<file path="config.mk">
export PLATFORM = sky130hd
export DESIGN_NAME = branch_predictor_flat
export DESIGN_NICKNAME = d
export VERILOG_FILES = /design/src/rtl/branch_predictor_if.sv /design/src/rtl/branch_predictor.sv /design/src/flat_wrapper.sv
export SDC_FILE = /design/constraint.sdc
export NUM_CORES = 1
export LEC_CHECK = 0
export ABC_CLOCK_PERIOD_IN_PS = 4600
export CORE_MARGIN = 5
export CORE_UTILIZATION = 55
export CTS_CLUSTER_SIZE = 30
export DETAILED_ROUTE_END_ITERATION = 10
export MAX_ROUTING_LAYER = met4
export PLACE_DENSITY = 0.86
export SETUP_SLACK_MARGIN = 0.4
export SYNTH_ARGS = -nofsm -noshare
export SYNTH_HDL_FRONTEND = slang
export SYNTH_SLANG_ARGS = --single-unit
</file>
<file path="constraint.sdc">
create_clock -name clk -period 4.6 [get_ports clk]
set_input_delay 0.46 -clock clk [delete_from_list [all_inputs] [get_ports clk]]
set_output_delay 0.46 -clock clk [all_outputs]
set_load 0.01 [all_outputs]
</file>
<file path="src/rtl/branch_predictor_if.sv">
// Fetch/execute-side signal bundle for the branch predictor.
// master = core side (fetch + execute), slave = predictor.
interface branch_predictor_if;
   logic        f_valid;
   logic [31:0] f_pc;
   logic        pred_valid;
   logic        pred_hit;
   logic        pred_taken;
   logic [31:0] pred_target;
   logic        u_valid;
   logic [31:0] u_pc;
   logic        u_taken;
   logic [31:0] u_target;
   logic        u_pred_taken;
   logic        flush;
   logic [15:0] mispredict_cnt;

   modport master (
      output f_valid, f_pc, u_valid, u_pc, u_taken, u_target, u_pred_taken, flush,
      input  pred_valid, pred_hit, pred_taken, pred_target, mispredict_cnt
   );

   modport slave (
      input  f_valid, f_pc, u_valid, u_pc, u_taken, u_target, u_pred_taken, flush,
      output pred_valid, pred_hit, pred_taken, pred_target, mispredict_cnt
   );
endinterface

</file>
<file path="src/rtl/branch_predictor.sv">
// Direct-mapped BTB with 2-bit saturating counters: one-cycle registered lookup,
// execute-side training/allocation, whole-table flush and a misprediction counter.
module branch_predictor #(
   parameter int INDEX_W = 4
) (
   input  logic               clk,
   input  logic               rst,
   branch_predictor_if.slave  bus
);
   localparam int ENTRIES = 2 ** INDEX_W;
   localparam int TAG_W   = 30 - INDEX_W;

   logic [ENTRIES-1:0] r_valid;
   logic [1:0]         r_ctr    [ENTRIES];
   logic [TAG_W-1:0]   r_tag    [ENTRIES];
   logic [31:0]        r_target [ENTRIES];

   logic        r_pred_valid;
   logic        r_pred_hit;
   logic        r_pred_taken;
   logic [31:0] r_pred_target;
   logic [15:0] r_mispredict_cnt;

   logic [INDEX_W-1:0] w_f_idx;
   logic [TAG_W-1:0]   w_f_tag;
   logic               w_f_hit;
   logic               w_f_taken;
   logic [31:0]        w_f_target;

   logic [INDEX_W-1:0] w_u_idx;
   logic [TAG_W-1:0]   w_u_tag;
   logic               w_u_hit;
   logic               w_u_train;
   logic               w_u_alloc;
   logic [1:0]         w_ctr_cur;
   logic [1:0]         w_ctr_next;
   logic               w_mispredict;

   // Byte-offset bits of the PCs never address the table.
   logic w_unused_pc_lsbs;
   assign w_unused_pc_lsbs = ^{bus.f_pc[1:0], bus.u_pc[1:0]};

   assign w_f_idx    = bus.f_pc[INDEX_W+1:2];
   assign w_f_tag    = bus.f_pc[31:INDEX_W+2];
   assign w_f_hit    = r_valid[w_f_idx] && (r_tag[w_f_idx] == w_f_tag);
   assign w_f_taken  = w_f_hit && r_ctr[w_f_idx][1];
   assign w_f_target = w_f_taken ? r_target[w_f_idx] : (bus.f_pc + 32'd4);

   assign w_u_idx      = bus.u_pc[INDEX_W+1:2];
   assign w_u_tag      = bus.u_pc[31:INDEX_W+2];
   assign w_u_hit      = r_valid[w_u_idx] && (r_tag[w_u_idx] == w_u_tag);
   assign w_u_train    = bus.u_valid && !bus.flush && w_u_hit;
   assign w_u_alloc    = bus.u_valid && !bus.flush && !w_u_hit && bus.u_taken;
   assign w_ctr_cur    = r_ctr[w_u_idx];
   assign w_mispredict = bus.u_valid && (bus.u_taken != bus.u_pred_taken);

   always_comb begin
      w_ctr_next = w_ctr_cur;
      if (bus.u_taken) begin
         if (w_ctr_cur != 2'b11) w_ctr_next = w_ctr_cur + 2'd1;
      end else begin
         if (w_ctr_cur != 2'b00) w_ctr_next = w_ctr_cur - 2'd1;
      end
   end

   // Valid bits and counters carry reset state; tags/targets are qualified by valid.
   always_ff @(posedge clk or posedge rst) begin
      if (rst) begin
         r_valid <= '0;
         for (int i = 0; i < ENTRIES; i++) r_ctr[i] <= 2'b01;
      end else begin
         if (bus.flush)     r_valid <= '0;
         else if (w_u_alloc) r_valid[w_u_idx] <= 1'b1;

         if (w_u_alloc)      r_ctr[w_u_idx] <= 2'b10;
         else if (w_u_train) r_ctr[w_u_idx] <= w_ctr_next;
      end
   end

   always_ff @(posedge clk) begin
      if (w_u_alloc) begin
         r_tag[w_u_idx]    <= w_u_tag;
         r_target[w_u_idx] <= bus.u_target;
      end else if (w_u_train && bus.u_taken) begin
         r_target[w_u_idx] <= bus.u_target;
      end
   end

   always_ff @(posedge clk or posedge rst) begin
      if (rst) begin
         r_pred_valid  <= 1'b0;
         r_pred_hit    <= 1'b0;
         r_pred_taken  <= 1'b0;
         r_pred_target <= 32'd0;
      end else if (bus.f_valid) begin
         r_pred_valid  <= 1'b1;
         r_pred_hit    <= w_f_hit;
         r_pred_taken  <= w_f_taken;
         r_pred_target <= w_f_target;
      end else begin
         r_pred_valid  <= 1'b0;
      end
   end

   always_ff @(posedge clk or posedge rst) begin
      if (rst)               r_mispredict_cnt <= 16'd0;
      else if (w_mispredict) r_mispredict_cnt <= r_mispredict_cnt + 16'd1;
   end

   assign bus.pred_valid     = r_pred_valid;
   assign bus.pred_hit       = r_pred_hit;
   assign bus.pred_taken     = r_pred_taken;
   assign bus.pred_target    = r_pred_target;
   assign bus.mispredict_cnt = r_mispredict_cnt;
endmodule

</file>
<file path="src/flat_wrapper.sv">
// flat-port wrapper written by rule: the top's interface ports become plain ports
module branch_predictor_flat 
#(
   parameter int INDEX_W = 4
)
  (clk, rst, bus_f_valid, bus_f_pc, bus_u_valid, bus_u_pc, bus_u_taken, bus_u_target, bus_u_pred_taken, bus_flush, bus_pred_valid, bus_pred_hit, bus_pred_taken, bus_pred_target, bus_mispredict_cnt);
  branch_predictor_if bus_i ();
  input  logic clk;
  input  logic rst;
  input wire logic [$bits(bus_i.f_valid)-1:0] bus_f_valid;
  input wire logic [$bits(bus_i.f_pc)-1:0] bus_f_pc;
  input wire logic [$bits(bus_i.u_valid)-1:0] bus_u_valid;
  input wire logic [$bits(bus_i.u_pc)-1:0] bus_u_pc;
  input wire logic [$bits(bus_i.u_taken)-1:0] bus_u_taken;
  input wire logic [$bits(bus_i.u_target)-1:0] bus_u_target;
  input wire logic [$bits(bus_i.u_pred_taken)-1:0] bus_u_pred_taken;
  input wire logic [$bits(bus_i.flush)-1:0] bus_flush;
  output wire logic [$bits(bus_i.pred_valid)-1:0] bus_pred_valid;
  output wire logic [$bits(bus_i.pred_hit)-1:0] bus_pred_hit;
  output wire logic [$bits(bus_i.pred_taken)-1:0] bus_pred_taken;
  output wire logic [$bits(bus_i.pred_target)-1:0] bus_pred_target;
  output wire logic [$bits(bus_i.mispredict_cnt)-1:0] bus_mispredict_cnt;
  assign bus_i.f_valid = bus_f_valid;
  assign bus_i.f_pc = bus_f_pc;
  assign bus_i.u_valid = bus_u_valid;
  assign bus_i.u_pc = bus_u_pc;
  assign bus_i.u_taken = bus_u_taken;
  assign bus_i.u_target = bus_u_target;
  assign bus_i.u_pred_taken = bus_u_pred_taken;
  assign bus_i.flush = bus_flush;
  assign bus_pred_valid = bus_i.pred_valid;
  assign bus_pred_hit = bus_i.pred_hit;
  assign bus_pred_taken = bus_i.pred_taken;
  assign bus_pred_target = bus_i.pred_target;
  assign bus_mispredict_cnt = bus_i.mispredict_cnt;
  branch_predictor #(.INDEX_W(INDEX_W)) u_core (.clk(clk), .rst(rst), .bus(bus_i));
endmodule
</file>
==> summary.md, run 1 <==
| Metric | Value |
|---|---|
| Slew Limit Fails | 0 |
| CTS tree | done |
| Worst setup path end | u_core.r_ctr[7] |
| Clock Sinks | about 1000 |
| Leading area contributor after synthesis | edfxtp_1 |
| Yosys top cell area share | a little over 60% |
| Initial antenna violation count | 14 |
| CTS clk-pin slew, worst paths | roughly 70 ps |
| CORE AREA | ~0.082 mm2 |
| Number of synthesized flops with an enable pin | about 930 |
| Crit path max fanout | 19 |
| GRT overflow | 0 |
| Remaining DRCs | 0 |
| Most frequent cells after synthesis | edfxtp_1 (928), mux4_2 (335), mux2i_1 (177) |
| Cts bufs inserted | 101 |
| Crit start category | input port |
| Yosys warns | 0 |
| R2r setup slk | a little over 700 ps |
| Worst ir drop on vdd | about 0.00039 V |
| Pwr/cell area | around 400 mW/mm2 |
| Worst-skew pair later-pin latency | about 710 ps |
| Total negative slack | 0 ps |
| Worst Tran Pin Value | 912.8 ps |
| Syn-to-layout area delta | 16.90% |
| Mapped Area | roughly 0.045 mm2 |
| Worst R2R Path Depth | 10 |
| CP startpoint | bus_u_pc[5] |
| Nets | ~2800 |
| Wire per inst | ~34 um |
| Initial detailed-routing violation count | between 4000 and 5000 |
| Critical path type | input port to register |
| Most numerous cell in the Yosys netlist | edfxtp_1 |
| Post-route minimum period | around 3900 ps |
| Maximum clock rate | approximately 260 MHz |
| Largest net degree at the start of global routing | 73 |
| Clock Skew | about 69 ps |
| Clock Tree Buf Depth | 3 |
| Drt pass-1 iters | 8 |
| Critical R2R Launch | u_core.r_tag[9][24] |
| Antenna viol nets, final | 0 |
| Slew HR | between 30% and 40% |
| Syn Area/Cell | 18.78 um2 |
| Asr flop ratio synth | between 9 and 10% |
| Syn_nets | 2511 |
| Ratio of final minimum period to clock period | 85.05% |
| # fillers | 5100 |
| RR Endpoint | u_core.bus.pred_target[2] |
| Status | completed |
| Hold Buf Count CTS | 0 |
| Synthesized flop and latch total | approximately 1000 |
| CP required | 5170 ps |
| Sequential share of the synthesized area | 67.22% |
| P_leak | approximately 0.018 uW |
| Distinct cells, synth | 76 |
| Num rows | roughly 110 |
| Final setup fails | 0 |
| Max Cap Viol | 0 |
| RSZ-0062 raised after global routing | no |
| Vias | 27436 |
| Top cells by area, synth | edfxtp_1 (62%), mux4_2 (17%), dfrtp_1 (4.6%) |
| Starting density of the core | 55.28% |
| Share of cells above drive strength 1 | approximately 28% |
| Hold/Removal Path Class | input port to asynchronous set/reset pin |
| DRT Wirelength | 132100 um |
| Die width | 296.6 um |
| Cells after Synth | roughly 2400 |
| H-Tree Depth | 3 |
| Final hold violations | 0 |
| # port buffers | between 150 and 200 |
| Vias in the first global route | roughly 28000 |
| First-pass GRT wire length | between 150000 and 200000 um |
| Vias per cell | 7.156 |
| Final setup margin | 687.9 ps |
| Crit path DAT | ~4500 ps |
| Die Y-Extent | 296.6 um |
| Root Buffer | clkbuf_16 |
| Kind of end point of the critical path | register |
| Die area | around 0.088 mm2 |
| Final GP Congestion | a little under 1 |
| Post-CTS setup buffer count | 0 |
| Prevailing post-synth register cell | edfxtp_1 |
| Dpl hpwl | a little under 80000 um |
| Pre-CTS setup slack | roughly 180 ps |
| GRT Total Usage | between 30% and 40% |
| Ports | 154 |
| # resized after CTS | 0 |
## metrics by stage
stage               std cells  hold WS, ps  total power [uW]  utilization [%]  cell area [um2]
detailed placement       3631        465.0             12370            60.14            49140
global route             3834        362.3             21770            64.63            52810
CTS                      3821        336.9             21200            64.59            52780
floorplan                2406        467.8             11590                -            45220
global placement         3631        456.9             12300            60.14            49140
finish                   3834        337.3             21190            64.63            52810
## state kept, by name, summed over array words and instances (netlist names)
signal	flops
u_core.bus.mispredict_cnt	16
u_core.bus.pred_target	32
u_core.r_target	512
u_core.r_tag	416
u_core.bus.pred_taken	1
u_core.bus.pred_hit	1
u_core.r_valid	16
u_core.r_ctr	32
u_core.bus.pred_valid	1
## power breakdown
part           switching (uW)  internal, uW  total [uW]  leakage, uW
sequential                121         10300       10400      0.00958
combinational            1010           785        1800      0.00637
clock                    3760          5180        8950      0.00175
## worst max-delay path, stage by stage
cell	delay, ps
buf_4	220
nor2b_1	660
buf_4	330
a22o_1	170
nor3_1	90
a2111oi_0	540
mux2i_1	170
nor4_2	540
buf_4	210
a31oi_1	110
buf_4	260
nor3_1	300
mux2_2	370
## per-layer routing
| metal | track usage [%] | vias to the layer above | share of wire [%] |
|---|---|---|---|
| li1 | - | 10494 | - |
| met3 | 8.496 | 575 | 14 |
| met1 | 38.70 | 13845 | 33 |
| met5 | - | - | 0 |
| met4 | 13.23 | 0 | 5.3 |
| met2 | 48.46 | 2522 | 48 |
## how the worst min path moves through the flow
stage                                   from                       endpoint  slack (ps)  depth (start not counted)
6_report                                 rst              u_core.r_valid[4]         340                          2
5_1_grt                          bus_f_valid          u_core.bus.pred_valid         360                          2
4_1_cts                                  rst              u_core.r_valid[4]         340                          2
3_5_place_dp   u_core.bus.mispredict_cnt[15]  u_core.bus.mispredict_cnt[15]         470                          1
3_3_place_gp   u_core.bus.mispredict_cnt[15]  u_core.bus.mispredict_cnt[15]         460                          1
2_1_floorplan               u_core.r_ctr[26]               u_core.r_ctr[26]         470                          2
## layout make-up
cell class / instances / area (um2) / share of cell area (%)
multi-input cells: 1195 / 14170 / 26.82
flip-flops and latches: 1027 / 30360 / 57.50
diodes: 13 / 32.53 / 0.06160
clock inverters: 66 / 950.9 / 1.801
inverters: 37 / 141.4 / 0.2677
well taps: 1070 / 1339 / 2.535
repair buffers: 302 / 3133 / 5.933
clock buffers: 124 / 2684 / 5.082
## layout by cell type (no fill, tap or decap), types with 8 or more instances in the layout
cell             count
edfxtp_1           928
mux4_2             335
mux2i_1            177
clkdlybuf4s50_1    143
buf_4              115
clkbuf_16          101
dfrtp_1             83
nand2_1             80
nor2_1              70
xnor2_1             62
nand3_1             45
buf_12              39
inv_1               36
o21ai_0             34
mux2_2              33
a22oi_1             30
a21oi_1             27
xor2_1              26
nor2_4              25
nand4_1             24
clkinv_2            20
o221ai_1            17
bufinv_16           17
nor2b_1             16
clkbuf_1            16
dfstp_2             16
nor3_1              15
a221oi_1            14
a22o_1              14
diode_2             13
o22ai_1             13
a31oi_1             13
nand2b_1             8
clkinvlp_4           8
## cell families after synthesis
family / after synthesis / synth area share (%)
flip-flops: 1027 / 67.22
multiplexers: 550 / 21.74
AND/OR/NAND/NOR: 344 / 3.908
AO/OA/AOI/OAI: 209 / 3.318
buffers and inverters: 184 / 2.016
XOR/XNOR: 88 / 1.706
adder cells (fa/ha/maj): 4 / 0.09970
Power figures use the tool's default switching activity.
==> inputs of run 2 (changes only) <==
Settings changed: CORE_UTILIZATION 55 to 50, PLACE_DENSITY 0.86 to 0.8.
==> run 2 against run 1 <==
Design area up 0.33%; sequential cell count stayed put; non-clock buffer count rose by 12; clock power decreased by 2.6%; hold slack lost 32 ps; clock skew about the same; highest routed layer unchanged.
==> summary.md, run 2 (synthesis results as in run 1) <==
| Metric | Value |
|---|---|
| Status | completed |
| Finished Layout Cells | 3959 (+3.3%) |
| Largest registers | u_core.r_target: 512 flops, u_core.r_tag: 416 flops |
| Slew Limit Fails | 0 (unchanged) |
| Share of cells above drive strength 1 | 28.05% (+0.28 points) |
| GRT overflow | 0 (unchanged) |
| H-Tree Depth | 3 (unchanged) |
| Most frequent cells in the layout | edfxtp_1 (928), mux4_2 (335), mux2i_1 (177) |
| Vias | 26728 (-2.6%) |
| Die width | 310.6 um (+4.7%) |
| Remaining DRCs | 0 (unchanged) |
| GRT Total Usage | 27.09% (-3.9 points) |
| Starting density of the core | 50.26% (-5.0 points) |
| Wire per inst | 32.55 um (-5.6%) |
| Worst ir drop on vdd | 0.0003470 V (-10%) |
| Kind of end point of the critical path | register |
| Final setup margin | 573.3 ps (-114.5 ps) |
| Critical path buffers and inverters | 6 (+2) |
| Root Buffer | clkbuf_16 |
| Clock Sinks | 1027 (unchanged) |
| RSZ-0062 raised after global routing | no |
| Vias in the first global route | 27387 (-1.9%) |
| Worst-skew pair later-pin latency | 710 ps (about the same) |
| Max FFs per register | 512 (unchanged) |
| R2r setup slk | 610 ps (-110 ps) |
| Initial detailed-routing violation count | 3750 (-16%) |
| Final GP Congestion | 0.9569 (-1.2%) |
| Biggest register | u_core.r_target |
| Drt pass-1 iters | 6 (-2) |
| Final hold violations | 0 (unchanged) |
| Critical R2R Launch | u_core.r_tag[15][1] |
| Worst-path cell chain | clkbuf_8 > buf_4 > nand2_1 > o22ai_1 > nor3_1 > a2111oi_0 > mux2i_1 > nor4_2 > buf_4 > nand3_1 > nand3_1 > buf_12 > buf_12 > nor3_4 > buf_12 |
| P_leak | 0.01774 uW (+0.22%) |
| CORE AREA | 0.08987 mm2 (+10%) |
| Cell mode on critical path | buf_12 |
| CP max stage delay | 680 ps (+20 ps) |
| Ports | 154 (unchanged) |
| Most common cell after layout, fill and taps aside | edfxtp_1 |
| Ratio of final minimum period to clock period | 87.54% (+2.5 points) |
| # resized after CTS | 0 (unchanged) |
| Nets | 2784 (+0.54%) |
| Post-route minimum period | 4027 ps (+114.5 ps) |
| Hold EP | u_core.bus.pred_valid |
| Delay-heaviest family, CP | buffers and inverters |
| CP startpoint | bus_u_pc[3] |
| DRT Wirelength | 128900 um (-2.5%) |
| Tot Pwr | 20960 uW (-1.1%) |
| Post-CTS setup buffer count | 0 (unchanged) |
| Largest net degree at the start of global routing | 131 (+79%) |
| CTS tree | done |
| Placed Area | 0.04938 mm2 (+0.48%) |
| Critical path type | input port to register |
| Antenna viol nets, final | 0 (unchanged) |
| Die Y-Extent | 310.6 um (+4.7%) |
| # port buffers | 151 (unchanged) |
| Pre-CTS setup slack | -141.0 ps (-320.1 ps) |
| Final Cell Area | 0.05299 mm2 (+0.33%) |
| Syn-to-layout area delta | 17.29% |
| First-pass GRT wire length | 187300 um (-1.5%) |
| Num rows | 110 (+4.8%) |
| RR Endpoint | u_core.r_tag[5][25] |
| Maximum clock rate | 248.3 MHz (-2.8%) |
| Hold Buf Count CTS | 0 (unchanged) |
| Worst hold stages | 2 |
| Final setup fails | 0 (unchanged) |
| Final Core Density | 58.96% (-5.7 points) |
| CP required | 4990 ps (-180 ps) |
| Cts bufs inserted | 104 (+3.0%) |
| Hold/Removal Path Class | input port to register |
| Pwr/cell area | 395.5 mW/mm2 (-1.4%) |
| Worst R2R Path Depth | 13 (+3) |
| Crit path DAT | 4420 ps (-60 ps) |
| Crit path max fanout | 50 (+31) |
| Clock Tree Buf Depth | 3 (unchanged) |
| Initial antenna violation count | 9 (-5) |
| CTS clk-pin slew, worst paths | 60 ps (about the same) |
| Clock Skew | 69.45 ps (+0.1804 ps) |
| Dpl hpwl | 78540 um (-0.37%) |
| Worst Tran Pin Value | 1053 ps (+139.8 ps) |
| Placed Cells | 3749 (+3.2%) |
| Max Cap Viol | 0 (unchanged) |
| Vias per cell | 6.751 (-5.7%) |
| Worst min-delay path startpoint | bus_f_valid |
| Slew HR | 29.83% (-8.8 points) |
| Crit start category | input port |
| Crit-path slowest cell | a2111oi_0 |
| Die area | 0.09646 mm2 (+9.7%) |
-- run 2: changes by cell type in the layout (fill, tap and decap cells not counted), moves of 4 or more --
| cell | previous run | this run |
|---|---|---|
| bufinv_16 | 17 | 9 |
| buf_4 | 115 | 126 |
| clkbuf_8 | 7 | 15 |
| clkbuf_16 | 101 | 105 |
| clkbuf_1 | 16 | 22 |
-- run 2: how the worst max path moves through the flow --
stage | to | slack, ps | cells after the start
2_1_floorplan | u_core.r_tag[14][0] | 190 | 13
3_3_place_gp | u_core.r_ctr[21] | -70 | 14
3_5_place_dp | u_core.r_ctr[21] | -140 | 14
4_1_cts | u_core.r_tag[13][3] | 550 | 13
5_1_grt | u_core.r_ctr[21] | 430 | 14
6_report | u_core.r_tag[5][25] | 570 | 15
-- run 2: per-stage QoR --
step                TNS (ps)  hold slack (ps)
floorplan                  0            467.8
global placement       -1183            459.9
detailed placement    -14510            467.1
CTS                        0            282.8
global route               0            322.3
finish                     0            304.9
-- run 2: where the power goes --
group	internal [uW]	switching (uW)
Sequential	10300	115
Combinational	794	999
Clock	4990	3730
Total	16100	4850
-- run 2: worst register-to-register path: stages (launching register included) --
cell and delay (ps):
edfxtp_1 390, mux4_2 480, mux2i_1 380, nor2_1 170, a211oi_1 620, nand4_1 170
a221oi_1 450, buf_4 220, nand3_1 100, nand3_1 160, buf_12 160, buf_12 120
nor3_4 40, buf_12 240
-- run 2: final cells by class --
class,count,area [um2]
diodes,13,32.53
clock buffers,141,2903
clock inverters,56,670.6
fillers,6295,36890
inverters,37,141.4
multi-input cells,1195,14170
flip-flops and latches,1027,30360
well taps,1176,1471
repair buffers,314,3238
-- run 2: layer usage --
layer	wire [um]	GRT usage (%)	vias to the layer above
met5	0	-	-
met4	4799	9.151	0
met3	16260	7.319	365
met2	62190	42.55	2030
met1	45620	34.81	13794
li1	-	-	10539
